[src/rtl/gate_tester_pkg.sv]
// gate_tester_pkg: shared types and constants for the gate tester.
//   state_t    - tester FSM states
//   TT_*       - expected truth tables for common 2-input gates, bit i is
//                the output for input vector i ({a,b} == i)
package gate_tester_pkg;

    typedef enum logic [1:0] {
        S_IDLE,
        S_SETTLE,
        S_SAMPLE,
        S_DONE
    } state_t;

    localparam logic [3:0] TT_AND  = 4'b1000;
    localparam logic [3:0] TT_OR   = 4'b1110;
    localparam logic [3:0] TT_XOR  = 4'b0110;
    localparam logic [3:0] TT_NAND = 4'b0111;

endpackage

[src/rtl/gate_tester_settle_timer.sv]
// settle_timer: counts cycles a vector has been held on the gate inputs.
//   clk, rst - clock, async active-high reset
//   load     - clear the count (held whenever the tester is not settling)
//   en       - advance the count by one
//   expire   - count has reached SETTLE-1 (last settle cycle)
module settle_timer #(
    parameter int SETTLE = 2
) (
    input  logic clk,
    input  logic rst,
    input  logic load,
    input  logic en,
    output logic expire
);

    logic [3:0] cnt;

    always_ff @(posedge clk or posedge rst) begin
        if (rst)
            cnt <= '0;
        else if (load)
            cnt <= '0;
        else if (en)
            cnt <= cnt + 4'd1;
    end

    assign expire = (cnt == 4'(SETTLE - 1));

endmodule

[src/rtl/gate_tester.sv]
// gate_tester: exhaustive vector driver and response checker for an
// N_IN-input combinational gate.
//   clk, rst   - clock, async active-high reset
//   start      - begin a run (accepted only when idle)
//   abort      - cancel a run in progress (no done pulse)
//   exp_tt     - expected truth table, captured when start is accepted
//   y_in       - gate output
//   vec_out    - gate input vector (MSB is the first gate input)
//   busy       - run in progress, including the done cycle
//   done       - one-cycle completion pulse
//   pass       - no mismatches; valid from done until next start
//   obs_tt     - observed truth table
//   fail_mask  - per-vector mismatch flags
module gate_tester
    import gate_tester_pkg::*;
#(
    parameter int N_IN   = 2,
    parameter int SETTLE = 2
) (
    input  logic                   clk,
    input  logic                   rst,
    input  logic                   start,
    input  logic                   abort,
    input  logic [(1<<N_IN)-1:0]   exp_tt,
    input  logic                   y_in,
    output logic [N_IN-1:0]        vec_out,
    output logic                   busy,
    output logic                   done,
    output logic                   pass,
    output logic [(1<<N_IN)-1:0]   obs_tt,
    output logic [(1<<N_IN)-1:0]   fail_mask
);

    localparam int NV = 1 << N_IN;
    localparam int IW = N_IN + 1;

    state_t          state, nxt;
    logic [IW-1:0]   idx;
    logic [NV-1:0]   exp_q;
    logic [NV-1:0]   fail_upd;
    logic            expire;
    logic            last;
    logic            accept;

    settle_timer #(.SETTLE(SETTLE)) u_timer (
        .clk    (clk),
        .rst    (rst),
        .load   (state != S_SETTLE),
        .en     (state == S_SETTLE),
        .expire (expire)
    );

    assign last   = (idx == IW'(NV - 1));
    assign accept = (state == S_IDLE) && start && !abort;

    // fail_mask as it will look after this cycle's sample, so pass can be
    // registered in the same edge and be valid during the done pulse.
    always_comb begin
        fail_upd = fail_mask;
        fail_upd[idx[N_IN-1:0]] = y_in ^ exp_q[idx[N_IN-1:0]];
    end

    always_comb begin
        nxt = state;
        case (state)
            S_IDLE:   if (accept) nxt = S_SETTLE;
            S_SETTLE: if (abort) nxt = S_IDLE;
                      else if (expire) nxt = S_SAMPLE;
            S_SAMPLE: if (abort) nxt = S_IDLE;
                      else if (last) nxt = S_DONE;
                      else nxt = S_SETTLE;
            S_DONE:   nxt = S_IDLE;
            default:  nxt = S_IDLE;
        endcase
    end

    // Outputs decode from state so an async reset clears them at once.
    assign busy    = (state != S_IDLE);
    assign done    = (state == S_DONE);
    assign vec_out = (state == S_SETTLE || state == S_SAMPLE) ? idx[N_IN-1:0] : '0;

    always_ff @(posedge clk or posedge rst) begin
        if (rst) begin
            state     <= S_IDLE;
            idx       <= '0;
            exp_q     <= '0;
            obs_tt    <= '0;
            fail_mask <= '0;
            pass      <= 1'b0;
        end else begin
            state <= nxt;
            case (state)
                S_IDLE: if (accept) begin
                    exp_q     <= exp_tt;
                    obs_tt    <= '0;
                    fail_mask <= '0;
                    pass      <= 1'b0;
                    idx       <= '0;
                end
                S_SETTLE: if (abort) pass <= 1'b0;
                S_SAMPLE: begin
                    if (abort) begin
                        pass <= 1'b0;
                    end else begin
                        obs_tt[idx[N_IN-1:0]] <= y_in;
                        fail_mask             <= fail_upd;
                        if (last)
                            pass <= ~|fail_upd;
                        else
                            idx <= idx + IW'(1);
                    end
                end
                default: ;
            endcase
        end
    end

endmodule

[config.mk]
export PLATFORM = sky130hd
export DESIGN_NAME = gate_tester
export DESIGN_NICKNAME = d
export VERILOG_FILES = /design/src/rtl/gate_tester_pkg.sv /design/src/rtl/gate_tester_settle_timer.sv /design/src/rtl/gate_tester.sv
export SDC_FILE = /design/constraint.sdc
export NUM_CORES = 1
export LEC_CHECK = 0
export CORE_ASPECT_RATIO = 1.25
export CORE_UTILIZATION = 61
export DETAILED_ROUTE_END_ITERATION = 6
export DONT_BUFFER_PORTS = 1
export PLACE_DENSITY = 0.73
export SYNTH_ARGS = -nofsm -noshare
export SYNTH_HDL_FRONTEND = slang
export SYNTH_SLANG_ARGS = --single-unit
[constraint.sdc]
create_clock -name clk -period 2.3 [get_ports clk]
set_clock_uncertainty 0.05 [all_clocks]
set_input_delay 0.345 -clock clk [delete_from_list [all_inputs] [get_ports clk]]
set_output_delay 0.345 -clock clk [all_outputs]
set_load 0.05 [all_outputs]
==> results.json <==
{
  "ys_ff_latch": 22,
  "postSynthCellCount": 114,
  "p_sw_share_pct": 43.5,
  "synth.net_count": 135,
  "multiInputGateArea_um2": 659,
  "crit_end": "idx[0]$_DFFE_PP0P_",
  "finalMaxSlewViolations": 0,
  "routedWlPerCell_um": 15.9,
  "vias_per_cell": 6.08,
  "fp.coreArea_um2": 1960,
  "grt_overflow": 0,
  "ff2ff_setup_slack_ns": 0.27,
  "grt_pass1_wl_mm": 3.77,
  "synth_edf_count": 0,
  "drc_errors": 0,
  "p_comb_share_pct": 43.2,
  "p_per_area_nw_per_um2": 1100,
  "synth_top_area_cell": "dfrtp_1",
  "cp.required_ns": 2.46,
  "cts_tree": "built",
  "worstSetupEndpointType": "flop",
  "ys_types": 33,
  "r2r_cells": 6,
  "synth-main-ff-cell": "dfrtp_1",
  "rsz0062_at_grt": "no",
  "max_cap_viol_count": 0,
  "cts.sinks": 22,
  "gp_congestion": 0.814,
  "cts_root_buffer": "clkbuf_4",
  "r2r-start": "state[1]$_DFFE_PP0P_",
  "num_antenna_cells": 0,
  "period_share_pct": 88.4,
  "ir_drop_uv": 757,
  "async_reset_ff_share_pct": 100,
  "crit_start": "state[1]$_DFFE_PP0P_",
  "path_max_fanout": 9,
  "syn_avg_cell_area_um2": 11.1,
  "clock_latency_ns": 0.31,
  "routed_wl_mm": 2.18,
  "cp_cell_sequence": "inv_1 -> ha_1 -> nand3b_1 -> nor2_2 -> nor2_1 -> mux2_2",
  "syn-cell-area_um2": 1260,
  "grt_usage_pct": 22.4,
  "leakagePower_nw": 0.655,
  "p_sw_mw": 0.635,
  "antenna_found_initial": 0,
  "grt_pass1_vias": 837,
  "vias": 833,
  "fill_cells": 156,
  "pwr-share-seq_pct": 42.4,
  "pwr-share-clk_pct": 14.4,
  "first_iter_violations": 23,
  "die_w_um": 42.7,
  "htreeDepth": 1,
  "max_freq_mhz": 492,
  "worstMarginPinSlew_ns": 0.806,
  "cts.clk_slew.worst_paths_ns": 0.11,
  "dr.pass1.iters": 4,
  "drive_gt1_share_pct": 15.4,
  "yosysWarnings": 0,
  "num_rows": 18,
  "path_class": "flop to flop",
  "pin_count": 22,
  "cts_buffers": 3,
  "cts_resized": 0,
  "max_stage_delay_ns": 0.45,
  "netlist_top_cells_count": "dfrtp_1 (22), ha_1 (12), inv_1 (12)",
  "setup_viol": 0,
  "drtAntennaViolNets": 0,
  "seq_area_um2": 551,
  "synth.most_common_cell": "dfrtp_1",
  "fin_setup_tns_ns": 0,
  "slowest_stage": "dfrtp_1",
  "ys_seq_area_share_pct": 43.5,
  "status": "finished, final reports clean",
  "synth_area_leaders": "dfrtp_1 (44%), ha_1 (12%), mux2_2 (6.2%), mux2i_1 (5.5%), inv_1 (3.6%)",
  "hp-class": "primary input to async pin",
  "die_area_um2": 2260,
  "start_util_pct": 64.6,
  "cts-hold-fix-buffers": 0,
  "relSlewSlack_pct": 46.2,
  "stdcell_count": 137,
  "clockBufferDepth": 2,
  "worstPathArrival_ns": 2.19,
  "die_h_um": 52.9,
  "hold_viol_final": 0,
  "area_growth_pct": 4.65,
  "num-nets-final": 139,
  "p_int_mw": 0.826,
  "grt_max_degree": 23,
  "yosysTopAreaCellShare_pct": 43.5,
  "post-cts-setup-buffers": 0,
  "dp.cells": 133,
  "rr_endpoint": "idx[0]$_DFFE_PP0P_",
  "min_period_ns": 2.03,
  "post-dp-hpwl_mm": 1.69,
  "io_buffers": 0,
  "crit_path_start_kind": "flop"
}
[power by group through the flow]
stage          clock network (mW)  logic (mW)  registers (mW)
2_1_floorplan                   0       0.522           0.606
3_3_place_gp                    0       0.611           0.624
3_5_place_dp                    0       0.630           0.630
4_1_cts                     0.216       0.634           0.621
5_1_grt                     0.234       0.696           0.636
6_report                    0.211       0.631           0.620
[kinds of logic after synthesis]
kind of cell | count (synthesis) | share of synthesized area [%]
AO/OA/AOI/OAI | 18 | 9.50
XOR/XNOR | 4 | 3.36
adder cells (fa/ha/maj) | 12 | 11.9
buffers and inverters | 14 | 4.35
flip-flops | 22 | 43.5
multiplexers | 16 | 15.3
AND/OR/NAND/NOR | 28 | 12.1
[metal layers]
layer / track usage, % / share of wire (%)
met1: 29.6 / 42
met2: 34.8 / 50
met3: 4.78 / 5.5
met4: 10.9 / 1.8
met5: 0 / 0
[stage by stage]
step                      hold slack (ns)  instance area (µm²)  worst slack [ns]  util, %  total power [mW]
after floorplan                     0.284                 1260             0.473        -              1.13
after global placement              0.370                 1290             0.426     65.7              1.24
after detailed placement            0.382                 1290             0.304     65.7              1.26
after CTS                          0.0361                 1320             0.274     67.6              1.47
after global routing               0.0408                 1320             0.105     67.6              1.57
final                              0.0143                 1320             0.268     67.6              1.46
[worst min path at each step]
stage                     startpoint                  endpoint  slack (ns)  depth (start not counted)
after floorplan                  rst      exp_q[0]$_DFFE_PP0P_        0.28                          1
after global placement           rst  fail_mask[1]$_DFFE_PP0P_        0.37                          1
after detailed placement         rst  fail_mask[1]$_DFFE_PP0P_        0.38                          1
after CTS                        rst  fail_mask[1]$_DFFE_PP0P_        0.04                          1
after global routing           abort      state[1]$_DFFE_PP0P_        0.04                          1
final                            rst  fail_mask[1]$_DFFE_PP0P_        0.01                          1
[flip-flops by register name (all words and copies together) (netlist names)]
signal,count
obs_tt,4
idx,3
fail_mask,4
state,2
u_timer.cnt,4
exp_q,4
pass,1
[cell usage in the layout (no fill, tap or decap), types with 3 or more instances in the layout]
cell type	n
a21oi_1	4
clkbuf_4	3
dfrtp_1	22
ha_1	12
inv_1	12
mux2_2	7
mux2i_1	7
nand2b_1	3
nand4_1	4
nor2_1	10
o22ai_1	4
[layout make-up]
class	instances	share of cell area (%)
sequential	22	41.6
tap	20	1.89
multi-input combinational	78	49.8
clock buffer	4	2.74
inverter	12	3.40
timing repair buffer	1	0.567
[critical path: cells and delay by family (launching register included)]
| family | cells | cell delay (ns) |
|---|---|---|
| and+or+nand+nor | 3 | 0.76 |
| DFF | 1 | 0.45 |
| adders and majority gates | 1 | 0.29 |
| muxes | 1 | 0.28 |
| buffers and inverters | 1 | 0.10 |
No activity file was read; power rests on OpenSTA's default activity.
